===== src/rtl/wb_pkg.sv =====
// wb_pkg: shared encodings for the writeback stage.
//   - result-source encodings (ALU / LOAD / PC+4; 2'b11 is reserved)
//   - load funct3 encodings
//   - writeback state enum
//   - default datapath width
package wb_pkg;

    localparam int XLEN_DEF = 32;

    localparam logic [1:0] SRC_ALU  = 2'b00;
    localparam logic [1:0] SRC_LOAD = 2'b01;
    localparam logic [1:0] SRC_PC4  = 2'b10;

    localparam logic [2:0] F3_LB  = 3'b000;
    localparam logic [2:0] F3_LH  = 3'b001;
    localparam logic [2:0] F3_LW  = 3'b010;
    localparam logic [2:0] F3_LBU = 3'b100;
    localparam logic [2:0] F3_LHU = 3'b101;

    typedef enum logic {
        IDLE     = 1'b0,
        WAIT_MEM = 1'b1
    } wb_state_e;

endpackage


===== src/rtl/load_extend.sv =====
// load_extend: combinational load-data lane select and sign/zero extension.
// Ports:
//   funct3  in   load type (LB/LH/LW/LBU/LHU)
//   off     in   byte offset within the word (address bits [1:0])
//   rdata   in   raw aligned word from data memory
//   data    out  extended result
//   illegal out  funct3 is not a defined load type (data is then 0)
// Halfword loads use off[1] only; word loads ignore off entirely.
module load_extend
    import wb_pkg::*;
#(
    parameter int XLEN = XLEN_DEF
) (
    input  logic [2:0]      funct3,
    input  logic [1:0]      off,
    input  logic [XLEN-1:0] rdata,
    output logic [XLEN-1:0] data,
    output logic            illegal
);

    logic [7:0]  byte_sel;
    logic [15:0] half_sel;

    always_comb begin
        case (off)
            2'd0:    byte_sel = rdata[7:0];
            2'd1:    byte_sel = rdata[15:8];
            2'd2:    byte_sel = rdata[23:16];
            default: byte_sel = rdata[31:24];
        endcase
        half_sel = off[1] ? rdata[31:16] : rdata[15:0];
    end

    always_comb begin
        data    = '0;
        illegal = 1'b0;
        case (funct3)
            F3_LB:   data = {{(XLEN-8){byte_sel[7]}}, byte_sel};
            F3_LBU:  data = {{(XLEN-8){1'b0}}, byte_sel};
            F3_LH:   data = {{(XLEN-16){half_sel[15]}}, half_sel};
            F3_LHU:  data = {{(XLEN-16){1'b0}}, half_sel};
            F3_LW:   data = rdata;
            default: illegal = 1'b1;
        endcase
    end

endmodule


===== src/rtl/wb_stage.sv =====
// wb_stage: writeback stage feeding the integer register file write port.
// Accepts retiring instructions from MEM (valid/ready), selects ALU / load /
// PC+4 result, waits any number of cycles for a load response, and emits a
// single-cycle registered write (A3/WE3/WD3). wb_err pulses for an
// out-of-range rd, an illegal load funct3 or the reserved result source.
// Ports:
//   CLK, reset           clock, async active-high reset
//   mem_*                instruction from MEM stage; mem_ready back-pressure
//   dmem_rvalid/rdata    load response (one-cycle pulse)
//   A3/WE3/WD3           register-file write port (registered)
//   wb_err               one-cycle error pulse (registered)
//   retire_cnt           64-bit completed-instruction count, present only
//                        when WB_RETIRE_CNT_EN is defined
module wb_stage
    import wb_pkg::*;
#(
    parameter int XLEN     = XLEN_DEF,
    parameter int NUM_REGS = 8
) (
    input  logic            CLK,
    input  logic            reset,
    input  logic            mem_valid,
    output logic            mem_ready,
    input  logic [4:0]      mem_rd,
    input  logic            mem_reg_write,
    input  logic [1:0]      mem_result_src,
    input  logic [2:0]      mem_funct3,
    input  logic [XLEN-1:0] mem_alu_result,
    input  logic [XLEN-1:0] mem_pc_plus4,
    input  logic            dmem_rvalid,
    input  logic [XLEN-1:0] dmem_rdata,
    output logic [4:0]      A3,
    output logic            WE3,
    output logic [XLEN-1:0] WD3,
    output logic            wb_err
`ifdef WB_RETIRE_CNT_EN
    ,
    output logic [63:0]     retire_cnt
`endif
);

    wb_state_e       state_q, state_d;
    logic [4:0]      a3_q, a3_d;
    logic            we3_q, we3_d;
    logic [XLEN-1:0] wd3_q, wd3_d;
    logic            err_q, err_d;
    // Load held while waiting for the memory response
    logic [4:0]      pend_rd_q, pend_rd_d;
    logic            pend_we_q, pend_we_d;
    logic [2:0]      pend_f3_q, pend_f3_d;
    logic [1:0]      pend_off_q, pend_off_d;
    logic            retire;

    logic [XLEN-1:0] ld_data;
    logic            ld_illegal;

    load_extend #(.XLEN(XLEN)) u_ext (
        .funct3  (pend_f3_q),
        .off     (pend_off_q),
        .rdata   (dmem_rdata),
        .data    (ld_data),
        .illegal (ld_illegal)
    );

    function automatic logic rd_oob(input logic [4:0] rd);
        return 32'(rd) > NUM_REGS;
    endfunction

    assign mem_ready = (state_q == IDLE);

    always_comb begin
        state_d    = state_q;
        a3_d       = a3_q;
        wd3_d      = wd3_q;
        we3_d      = 1'b0;
        err_d      = 1'b0;
        pend_rd_d  = pend_rd_q;
        pend_we_d  = pend_we_q;
        pend_f3_d  = pend_f3_q;
        pend_off_d = pend_off_q;
        retire     = 1'b0;
        case (state_q)
            IDLE: begin
                if (mem_valid) begin
                    case (mem_result_src)
                        SRC_LOAD: begin
                            pend_rd_d  = mem_rd;
                            pend_we_d  = mem_reg_write;
                            pend_f3_d  = mem_funct3;
                            pend_off_d = mem_alu_result[1:0];
                            state_d    = WAIT_MEM;
                        end
                        SRC_ALU, SRC_PC4: begin
                            retire = 1'b1;
                            // rd only matters when the instruction writes it
                            if (mem_reg_write && mem_rd != 5'd0) begin
                                if (rd_oob(mem_rd)) begin
                                    err_d = 1'b1;
                                end else begin
                                    we3_d = 1'b1;
                                    a3_d  = mem_rd;
                                    wd3_d = (mem_result_src == SRC_PC4) ? mem_pc_plus4
                                                                        : mem_alu_result;
                                end
                            end
                        end
                        default: begin
                            retire = 1'b1;
                            err_d  = 1'b1;
                        end
                    endcase
                end
            end
            WAIT_MEM: begin
                if (dmem_rvalid) begin
                    retire  = 1'b1;
                    state_d = IDLE;
                    // an undefined load type is flagged even if rd is unused
                    if (ld_illegal) begin
                        err_d = 1'b1;
                    end else if (pend_we_q && pend_rd_q != 5'd0) begin
                        if (rd_oob(pend_rd_q)) begin
                            err_d = 1'b1;
                        end else begin
                            we3_d = 1'b1;
                            a3_d  = pend_rd_q;
                            wd3_d = ld_data;
                        end
                    end
                end
            end
            default: state_d = IDLE;
        endcase
    end

    always_ff @(posedge CLK or posedge reset) begin
        if (reset) begin
            state_q    <= IDLE;
            a3_q       <= '0;
            we3_q      <= 1'b0;
            wd3_q      <= '0;
            err_q      <= 1'b0;
            pend_rd_q  <= '0;
            pend_we_q  <= 1'b0;
            pend_f3_q  <= '0;
            pend_off_q <= '0;
        end else begin
            state_q    <= state_d;
            a3_q       <= a3_d;
            we3_q      <= we3_d;
            wd3_q      <= wd3_d;
            err_q      <= err_d;
            pend_rd_q  <= pend_rd_d;
            pend_we_q  <= pend_we_d;
            pend_f3_q  <= pend_f3_d;
            pend_off_q <= pend_off_d;
        end
    end

    assign A3     = a3_q;
    assign WE3    = we3_q;
    assign WD3    = wd3_q;
    assign wb_err = err_q;

`ifdef WB_RETIRE_CNT_EN
    logic [63:0] cnt_q, cnt_d;

    always_comb begin
        cnt_d = cnt_q + (retire ? 64'd1 : 64'd0);
    end

    always_ff @(posedge CLK or posedge reset) begin
        if (reset) cnt_q <= '0;
        else       cnt_q <= cnt_d;
    end

    assign retire_cnt = cnt_q;
`else
    logic unused_retire;
    assign unused_retire = retire;
`endif

endmodule

===== config.mk =====
export PLATFORM = sky130hd
export DESIGN_NAME = wb_stage
export DESIGN_NICKNAME = d
export VERILOG_FILES = /design/src/rtl/wb_pkg.sv /design/src/rtl/load_extend.sv /design/src/rtl/wb_stage.sv
export SDC_FILE = /design/constraint.sdc
export NUM_CORES = 1
export LEC_CHECK = 0
export BUFFER_PORTS_ARGS = -buffer_cell sky130_fd_sc_hd__buf_2
export CORE_ASPECT_RATIO = 0.6
export CORE_UTILIZATION = 44
export CTS_CLUSTER_SIZE = 40
export DETAILED_ROUTE_END_ITERATION = 12
export GPL_TIMING_DRIVEN = 0
export PLACE_DENSITY = 0.77
export SETUP_SLACK_MARGIN = 0.15
export SKIP_LAST_GASP = 1
export SLEW_MARGIN = 5
export SYNTH_ARGS = -nofsm -noshare
export SYNTH_HDL_FRONTEND = slang
export SYNTH_SLANG_ARGS = --single-unit

===== constraint.sdc =====
create_clock -name CLK -period 1.7 [get_ports CLK]
set_input_delay 0.255 -clock CLK [delete_from_list [all_inputs] [get_ports CLK]]
set_output_delay 0.255 -clock CLK [all_outputs]
set_load 0.01 [all_outputs]

## After elaboration in Yosys (flattened, before gate mapping)

Cells that the tools add are included.

- Flip-flop bits (word level): 51
- Bits of input ports: 111
- Logic and storage cells: 83
- Output and inout bits: 40

- Bitwise operators: 1
- Eq/ne operators: 16
- Mux-type cells: 44
- Reduce and logical (&&, ||, !) cells: 11
- Order comparisons: 2

Operators with widths:

| operator | number |
|---|---|
| $mux 32 | 9 |
| $pmux 32 s5 | 1 |
| $pmux 32 s2 | 1 |
| $mux 5 | 8 |
| $pmux 8 s3 | 1 |
| $mux 1 | 18 |
| $mux 16 | 1 |
| $gt 5x4->1 const B | 2 |
| $ne 2x2->1 const B | 5 |
| $pmux 5 s2 | 1 |
| $reduce_bool 5->1 | 2 |
| $pmux 1 s2 | 4 |
| $reduce_and 8->1 | 1 |
| $eq 3x3->1 const B | 2 |
| $ne 2x1->1 const B | 3 |
| $reduce_or 5->1 | 1 |
| $eq 2x1->1 const B | 2 |
| $eq 2x2->1 const B | 2 |
| $logic_not 2->1 | 2 |
| $eq 3x1->1 const B | 1 |
| $eq 3x2->1 const B | 1 |
| $logic_not 3->1 | 1 |
| $reduce_and 3->1 | 1 |
| $logic_and 1x1->1 | 2 |
| other kinds (2) | 2 |

## Logic depth before layout (Yosys ltp)

Gate-level depths: netlist of run 1.

- Depth in word-level cells: 8
- Gate-level depth with buffers: 7
- Gate-level depth less buffers: 4

## Cells and area by module

From an unflattened synthesis of run 1, not the netlist that was laid out.

- Cell total of the unflattened synthesis: 376
- Area, all modules: 3747.3 µm²

Modules (own cells, without submodules):

| module | instances | cells each | area an instance (µm²) | seq. area each (µm²) |
|---|---|---|---|---|
| wb_stage | 1 | 239 | 2785.2 | 1276.2 |
| load_extend | 1 | 137 | 962.2 | 0.0 |

## Worst setup path before layout of run 1

OpenSTA, ideal clock, no wires.

- Kind: reg2reg
- Start point: reg pend_rd_q[0]
- End point: reg a3_q[0] (netlist: A3[0])
- Setup slack: -0.161 ns
- Period minus slack after synthesis: 1.861 ns
- Setup time: 0.125 ns
- Arrival time: 1.736 ns
- Data required time: 1.575 ns
- Path buffers: 2
- Cell stages (with the launch flop): 7
- Cells stage by stage: dfrtp_1 > o31a_1 > o32a_1 > a21oi_2 > buf_6 > buf_12 > mux2_4

- Word-level cells in the longest chain between the ends: 5
- Elaborated cells on any way between the ends: 11
- Classes of those cells: order compare (1); eq/ne (2); mux (5); reduce/logical (3)

Ends and longest elaborated chain:

| item | RTL line | RTL |
|---|---|---|
| start, declared | wb_stage.sv:48 | `logic [4:0] pend_rd_q, pend_rd_d;` |
| start signal, assigned | wb_stage.sv:153 | `pend_rd_q <= pend_rd_d;` |
| parallel branches: the longest is 5 deep, another holds $gt 5x4->1 | - |  |
| end signal, assigned | wb_stage.sv:139 | `a3_q <= '0;` |
| end signal, assigned | wb_stage.sv:149 | `a3_q <= a3_d;` |
| end, declared | wb_stage.sv:43 | `logic [4:0] a3_q, a3_d;` |

Several ways; the timed one is not identified. The select of a mux whose other input is x is not followed.
A chain may end at the register's enable or synchronous reset.

## Worst setup path in the final report of run 1

- Start point: reg pend_rd_q[1]
- End point: reg wd3_q[0] (netlist: WD3[0])

- Word-level cells in the longest chain between the ends: 4
- Elaborated cells on any way between the ends: 6
- Classes of those cells: order compare (1); eq/ne (2); reduce/logical (3)

Ends and longest elaborated chain:

| item | RTL line | RTL |
|---|---|---|
| parallel branches: the longest is 3 deep, another holds $gt 5x4->1 | - |  |
| $reduce_and 8->1 (no line) (*) | - |  |
| end signal, assigned | wb_stage.sv:151 | `wd3_q <= wd3_d;` |
| end, declared | wb_stage.sv:45 | `logic [XLEN-1:0] wd3_q, wd3_d;` |

Every way passes the cells marked *.

==> reports/metrics.csv, run 1 <==
metric,value,unit
Clock Sinks,51,
clock buffer depth,2,
depth of the CTS H-tree,2,
total track usage,29.0,%
port bufs,150,
Unique masters post-synth,41,
final net count,610,
measured slew at the worst slew-check pin,0.726,ns
initial DRC count,222,
number of remaining DRC errors,0,
power density cells,1170,mW/mm2
Mapped Area,0.00363,mm2
Die W,119,um
DR vias,3640,
"Seq/Total Area, Yosys",35.2,%
final hold vios,0,
clock power share,18.1,%
number of global-route vias before repair,3566,
setup_tns,-8.06,ns
net load switching power,2.08,mW
first-pass GRT wire length,18900,um
# diodes,0,
"Reg clk slew, reported paths",0.07,ns
post-DR vias/cell,5.99,
sw frac,35.6,%
critical path type,register to register,
die height,72.4,um
Yosys warnings,0,
Site Rows,25,
pin count of the biggest net entering global routing,35,
peak supply drop,494,uV
gpl congestion,0.849,
Layout area overhead,37.6,%
Worst Hold Slack,0.167,ns
Gate power share,47.1,%
CTS Root Cell,clkbuf_16,
Clock Skew,0.00183,ns
per-cell routed wire length,20.6,um
Detailed Place HPWL,9510,um
Hold WC Path Type,primary input to register,
die area,0.00863,mm2
share of cells above drive strength 1,56.4,%
Setup-failing EPs final,36,
status,finished with violations,
P_int,3.76,mW
"most common cell after layout, fill and taps aside",buf_2,
#FFs+latches synth,51,
syn nets,437,
final wirelength,12500,um
Worst slew margin,51.4,%
Final Max Tran Viols,0,
Final period util,115,%
Starting Density,45.7,%
Flop pwr share,34.8,%
post-route setup slack,-0.248,ns
Final ANT Viol Nets,0,
pre-CTS setup slack,-0.470,ns
Num CTS Buffers,5,
worst-skew pair later-pin latency,0.30,ns
drt first pass iters,5,
CP max FO,7,
static leakage,2.39,nW
CTS tree,built,
Ports,151,
Syn Area/Cell,11.1,um2
core box area,0.00795,mm2
Tmin final,1.95,ns
fmax,513,MHz
Worst setup SP type,register,
GRT overflow,0,
synthesized netlist cell count,326,
most frequent cells in the layout,"buf_2 (157), dfrtp_1 (50), mux2_2 (40)",
critical path data required time,1.88,ns
initial antenna violation count,0,
failing checks,setup timing,
Fill cells,679,
RSZ-0062 raised after global routing,yes,
crit path DAT,2.13,ns
# Max-Cap Violations,0,
critical path capture point type,register,
## repair_timing
item,4_1_cts,5_1_grt
buffers inserted,7,6
gates cloned,0,1
pin swaps,2,4
resized for setup,21,34
setup endpoints to repair,50,48
hold buffers,1,0
hold endpoints to repair,17,0
## synth_stat cells, drive strengths merged
cell	n	share of area (%)
a32oi	1	0.24
mux4	1	0.62
nand2	3	0.31
dfrtp	51	35
o21bai	1	0.21
nor2b	10	1.7
nor3	1	0.14
o22ai	16	2.8
inv	2	0.21
clkbuf	17	1.8
mux2i	23	6.4
mux2	60	21
or4b	1	0.28
o221ai	7	1.7
o21ai	5	0.69
nand2b	2	0.34
and4bb	1	0.34
a221oi	16	3.9
nor4	2	0.34
nand4bb	1	0.31
o31a	2	0.48
a21oi	19	2.8
a31o	1	0.24
a2bb2oi	7	1.7
nor2	2	0.21
a22oi	8	1.7
nor4bb	8	2.2
or3	1	0.17
o32a	1	0.28
nor3b	1	0.34
a211oi	17	3.5
nand4b	1	0.24
buf	19	3.7
and3b	18	4.3
## routing by layer
metal / GRT usage, % / routed length, um / vias up
met5: 0 / 0 / -
met4: 8.44 / 273 / 0
met3: 6.21 / 1010 / 30
met2: 44.3 / 5390 / 200
met1: 41.3 / 5880 / 1759
li1: - / - / 1651
## critical path, cell delays in order, from the launching register on
cell	delay, ns
dfrtp_1	0.38
o31a_1	0.33
o32a_1	0.35
a21oi_2	0.15
buf_6	0.16
buf_12	0.13
mux2_2	0.33
## layout make-up
cell class	count	area, um2	share of cell area [%]
plain buffers	36	263	5.26
clock buffers	7	143	2.86
clock inverters	1	8.76	0.175
inverters	2	10.0	0.200
multi-input cells	237	2240	44.8
flip-flops and latches	51	1280	25.6
well taps	108	135	2.70
repair buffers	166	921	18.4
## power groups by stage
stage	combinational [mW]	clock (mW)	sequential, mW
finish	2.75	1.06	2.03
global placement	2.43	0	2.03
global route	2.94	1.11	2.09
CTS	2.62	1.07	2.03
detailed placement	2.50	0	2.05
floorplan	1.37	0	2.20
## worst paths after layout
| kind | slack [ns] | depth (start not counted) | end | start |
|---|---|---|---|---|
| max in group asynchronous | 0.64 | 4 | pend_f3_q[1]$_DFFE_PP0P_ | reset |
| hold reg to reg | 0.51 | 1 | WD3[10]$_DFFE_PP0P_ | WD3[10]$_DFFE_PP0P_ |
| min in group asynchronous | 0.52 | 3 | A3[4]$_DFFE_PP0P_ | reset |
| hold / removal | 0.17 | 2 | state_q$_DFF_PP0_ | dmem_rvalid |
| setup reg to reg | -0.25 | 6 | WD3[0]$_DFFE_PP0P_ | pend_rd_q[1]$_DFFE_PP0P_ |
| setup / recovery | -0.25 | 6 | WD3[0]$_DFFE_PP0P_ | pend_rd_q[1]$_DFFE_PP0P_ |
## stage by stage
| stage | power (mW) | util (%) | cells | instance area, um2 |
|---|---|---|---|---|
| 3_3_place_gp | 4.46 | 56.8 | 584 | 4520 |
| 3_5_place_dp | 4.54 | 57.1 | 585 | 4540 |
| 6_report | 5.84 | 62.9 | 608 | 5000 |
| 4_1_cts | 5.72 | 60.7 | 601 | 4820 |
| 2_1_floorplan | 3.57 | - | 326 | 3630 |
| 5_1_grt | 6.13 | 62.9 | 608 | 5000 |
## kinds of logic after synthesis
logic type	Yosys count	share of synthesized area, %
AOI/OAI and AO/OA	101	20.1
muxes	84	27.7
and+or+nand+nor	52	11.3
DFF	51	35.2
buffers and inverters	38	5.65
## flip-flops by register name, indices dropped and copies added, names as in the netlist, 2 cells and up
signal,cells
pend_rd_q,5
A3,5
pend_off_q,2
pend_f3_q,3
WD3,32
No activity file was read; power rests on OpenSTA's default activity.
==> inputs of run 2 (changes only) <==
--- a/config.mk
+++ b/config.mk
@@ -5,7 +5,7 @@
 export SDC_FILE = /design/constraint.sdc
 export NUM_CORES = 1
 export LEC_CHECK = 0
-export BUFFER_PORTS_ARGS = -buffer_cell sky130_fd_sc_hd__buf_2
+export BUFFER_PORTS_ARGS = -buffer_cell sky130_fd_sc_hd__clkbuf_2
 export CORE_ASPECT_RATIO = 0.6
 export CORE_UTILIZATION = 44
 export CTS_CLUSTER_SIZE = 40
@@ -18,3 +18,4 @@
 export SYNTH_ARGS = -nofsm -noshare
 export SYNTH_HDL_FRONTEND = slang
 export SYNTH_SLANG_ARGS = --single-unit
+export TNS_END_PERCENT = 5
==> constraint.sdc (replaced) <==
create_clock -name CLK -period 1.7 [get_ports CLK]
set_input_delay 0.255 -clock CLK [delete_from_list [all_inputs] [get_ports CLK]]
set_output_delay 0.255 -clock CLK [all_outputs]
set_load 0.005 [all_outputs]
==> run 2 against run 1 <==
Compared with the run above: the run ends with hold timing, setup timing left; clock skew rose by 0.0040 ns; setup slack got worse by 0.031 ns; final cell count fell by 0.66%; core utilization is 1.1 points lower; clock power down 6%; critical path depth did not move; register-to-register slack got worse by 0.03 ns; worst hold slack worse by 0.18 ns; maximum frequency is 1.6% lower; first-iteration DRC count is 27% higher; critical path type unchanged; critical endpoint is now WD3[4]$_DFFE_PP0P_; highest routed layer unchanged.
==> reports/metrics.csv, run 2 (synthesis gave the netlist of run 1 again) <==
metric,value,unit,change
worst-skew pair later-pin latency,0.30,ns,about the same
Site Rows,25,,unchanged
total power,5.58,mW,was 5.84 mW
CP max FO,7,,unchanged
final hold vios,21,,was 0
CTS tree,built,,unchanged
number of remaining DRC errors,0,,unchanged
depth of the CTS H-tree,2,,unchanged
Critical R2R Launch,pend_rd_q[2]$_DFFE_PP0P_,,was pend_rd_q[1]$_DFFE_PP0P_
DR vias,3602,,was 3640
Worst Setup SP,pend_rd_q[2]$_DFFE_PP0P_,,was pend_rd_q[1]$_DFFE_PP0P_
peak supply drop,486,uV,was 494 uV
per-cell routed wire length,20.1,um,was 20.6 um
highest cell delay on the worst timing path,0.39,ns,was 0.38 ns
number of global-route vias before repair,3622,,was 3566
max reg flops,32,,unchanged
Worst setup SP type,register,,unchanged
Ports,151,,unchanged
clock buffer depth,2,,unchanged
final net count,606,,was 610
Finished Core Util,61.8,%,was 62.9%
Die W,119,um,unchanged
R2R cell count,6,,unchanged
"Buf+Inv Stages, Crit Path",2,,unchanged
# diodes,0,,unchanged
failing checks,"hold timing, setup timing",,was setup timing
port bufs,150,,unchanged
Final ANT Viol Nets,0,,unchanged
"most common cell after layout, fill and taps aside",clkbuf_2,,was buf_2
Fill cells,704,,was 679
Setup-failing EPs final,37,,was 36
die area,0.00863,mm2,unchanged
core box area,0.00795,mm2,unchanged
fmax,505,MHz,was 513 MHz
initial antenna violation count,0,,unchanged
gpl congestion,0.852,,was 0.849
first-pass GRT wire length,19100,um,was 18900 um
critical path data required time,1.88,ns,about the same
RSZ-0062 raised after global routing,yes,,unchanged
final wirelength,12200,um,was 12500 um
drt first pass iters,5,,unchanged
CTS Root Cell,clkbuf_16,,unchanged
share of cells above drive strength 1,55.8,%,was 56.4%
status,finished with violations,,unchanged
Layout area overhead,35.3,%,was 37.6%
worst r2r dst,WD3[4]$_DFFE_PP0P_,,was WD3[0]$_DFFE_PP0P_
CP top delay family,compound AO/OA/AOI/OAI gates,,unchanged
static leakage,2.37,nW,was 2.39 nW
Worst slew margin,52.1,%,was 51.4%
# Max-Cap Violations,0,,unchanged
Worst Hold Slack,-0.0142,ns,was 0.167 ns
FF-to-FF setup slack,-0.28,ns,was -0.25 ns
worst-path cell chain,o31a_1 > o32a_1 > a21oi_2 > buf_6 > buf_12 > mux2_2,,unchanged
most frequent cells in the layout,"clkbuf_2 (158), dfrtp_1 (49), mux2_2 (40)",,"was buf_2 (157), dfrtp_1 (50), mux2_2 (40)"
"Reg clk slew, reported paths",0.07,ns,about the same
die height,72.4,um,unchanged
pin count of the biggest net entering global routing,31,,was 35
post-DR vias/cell,5.96,,was 5.99
Hold WC Path Type,primary input to asynchronous set/reset pin,,was primary input to register
critical path capture point type,register,,unchanged
Detailed Place HPWL,9480,um,was 9510 um
measured slew at the worst slew-check pin,0.715,ns,was 0.726 ns
Final period util,116,%,was 115%
power density cells,1140,mW/mm2,was 1170 mW/mm2
CP max stage cell,dfrtp_1,,unchanged
Tmin final,1.98,ns,was 1.95 ns
Clock Sinks,51,,unchanged
Starting Density,45.7,%,unchanged
Clock Skew,0.00582,ns,was 0.00183 ns
Num CTS Buffers,5,,unchanged
total track usage,29.0,%,about the same
GRT overflow,0,,unchanged
post-route setup slack,-0.279,ns,was -0.248 ns
critical path type,register to register,,unchanged
initial DRC count,282,,was 222
Final Max Tran Viols,0,,unchanged
crit path DAT,2.16,ns,was 2.13 ns
-- run 2: cell types whose count changed in the layout (fill, tap and decap cells not counted), moves of 2 or more --
cell      previous run  this run
buf_2              157         5
clkbuf_2             7       158
buf_6                5         2
clkbuf_4             1         4
buf_8                2         0
clkbuf_1             9        11
-- run 2: layout make-up --
cell class / instances / area, um2 / share of cell area, %
Clock buffer: 6 / 129 / 2.62
Sequential cell: 51 / 1280 / 26.0
Buffer: 36 / 229 / 4.66
Multi-Input combinational cell: 237 / 2240 / 45.6
Clock inverter: 2 / 12.5 / 0.255
Inverter: 2 / 7.51 / 0.153
Timing Repair Buffer: 162 / 878 / 17.9
Tap cell: 108 / 135 / 2.75
-- run 2: worst max path at each step --
stage | end | cells past startpoint | slack (ns)
floorplan | A3[0]$_DFFE_PP0P_ | 6 | -0.16
global placement | WD3[23]$_DFFE_PP0P_ | 2 | -0.50
detailed placement | A3[3]$_DFFE_PP0P_ | 6 | -0.50
CTS | WD3[6]$_DFFE_PP0P_ | 6 | -0.25
global route | WD3[6]$_DFFE_PP0P_ | 6 | -0.31
finish | WD3[4]$_DFFE_PP0P_ | 6 | -0.28
-- run 2: timing repair --
action,4_1_cts,5_1_grt
hold buffers,0,0
endpoints found under the setup margin,50,49
setup buffers,7,4
hold endpoints to repair,0,0
resized for setup,13,26
pin swaps,2,3
-- run 2: power breakdown --
group          internal (mW)  leakage (nW)  switching (mW)
sequential              1.72         0.611           0.331
clock                  0.545        0.0669           0.460
combinational           1.42          1.69            1.11
-- run 2: worst register-to-register path, cell delays in order (launching register included) --
cell and delay [ns]:
dfrtp_1 0.39, o31a_1 0.34, o32a_1 0.36, a21oi_2 0.15, buf_6 0.16, buf_12 0.13, mux2_2 0.34
-- run 2: layer usage --
| metal | global-route usage (%) | wire length, um |
|---|---|---|
| met1 | 39.9 | 5540 |
| met2 | 44.4 | 5220 |
| met3 | 8.10 | 1160 |
| met4 | 8.86 | 240 |
| met5 | 0 | 0 |
-- run 2: stage by stage --
step | TNS (ns) | instances | setup WS [ns] | instance area, um2
CTS | -8.49 | 600 | -0.255 | 4780
global placement | -39.30 | 584 | -0.501 | 4520
global route | -10.67 | 604 | -0.308 | 4910
floorplan | -4.21 | 326 | -0.161 | 3630
detailed placement | -17.05 | 585 | -0.497 | 4540
finish | -9.17 | 604 | -0.279 | 4910
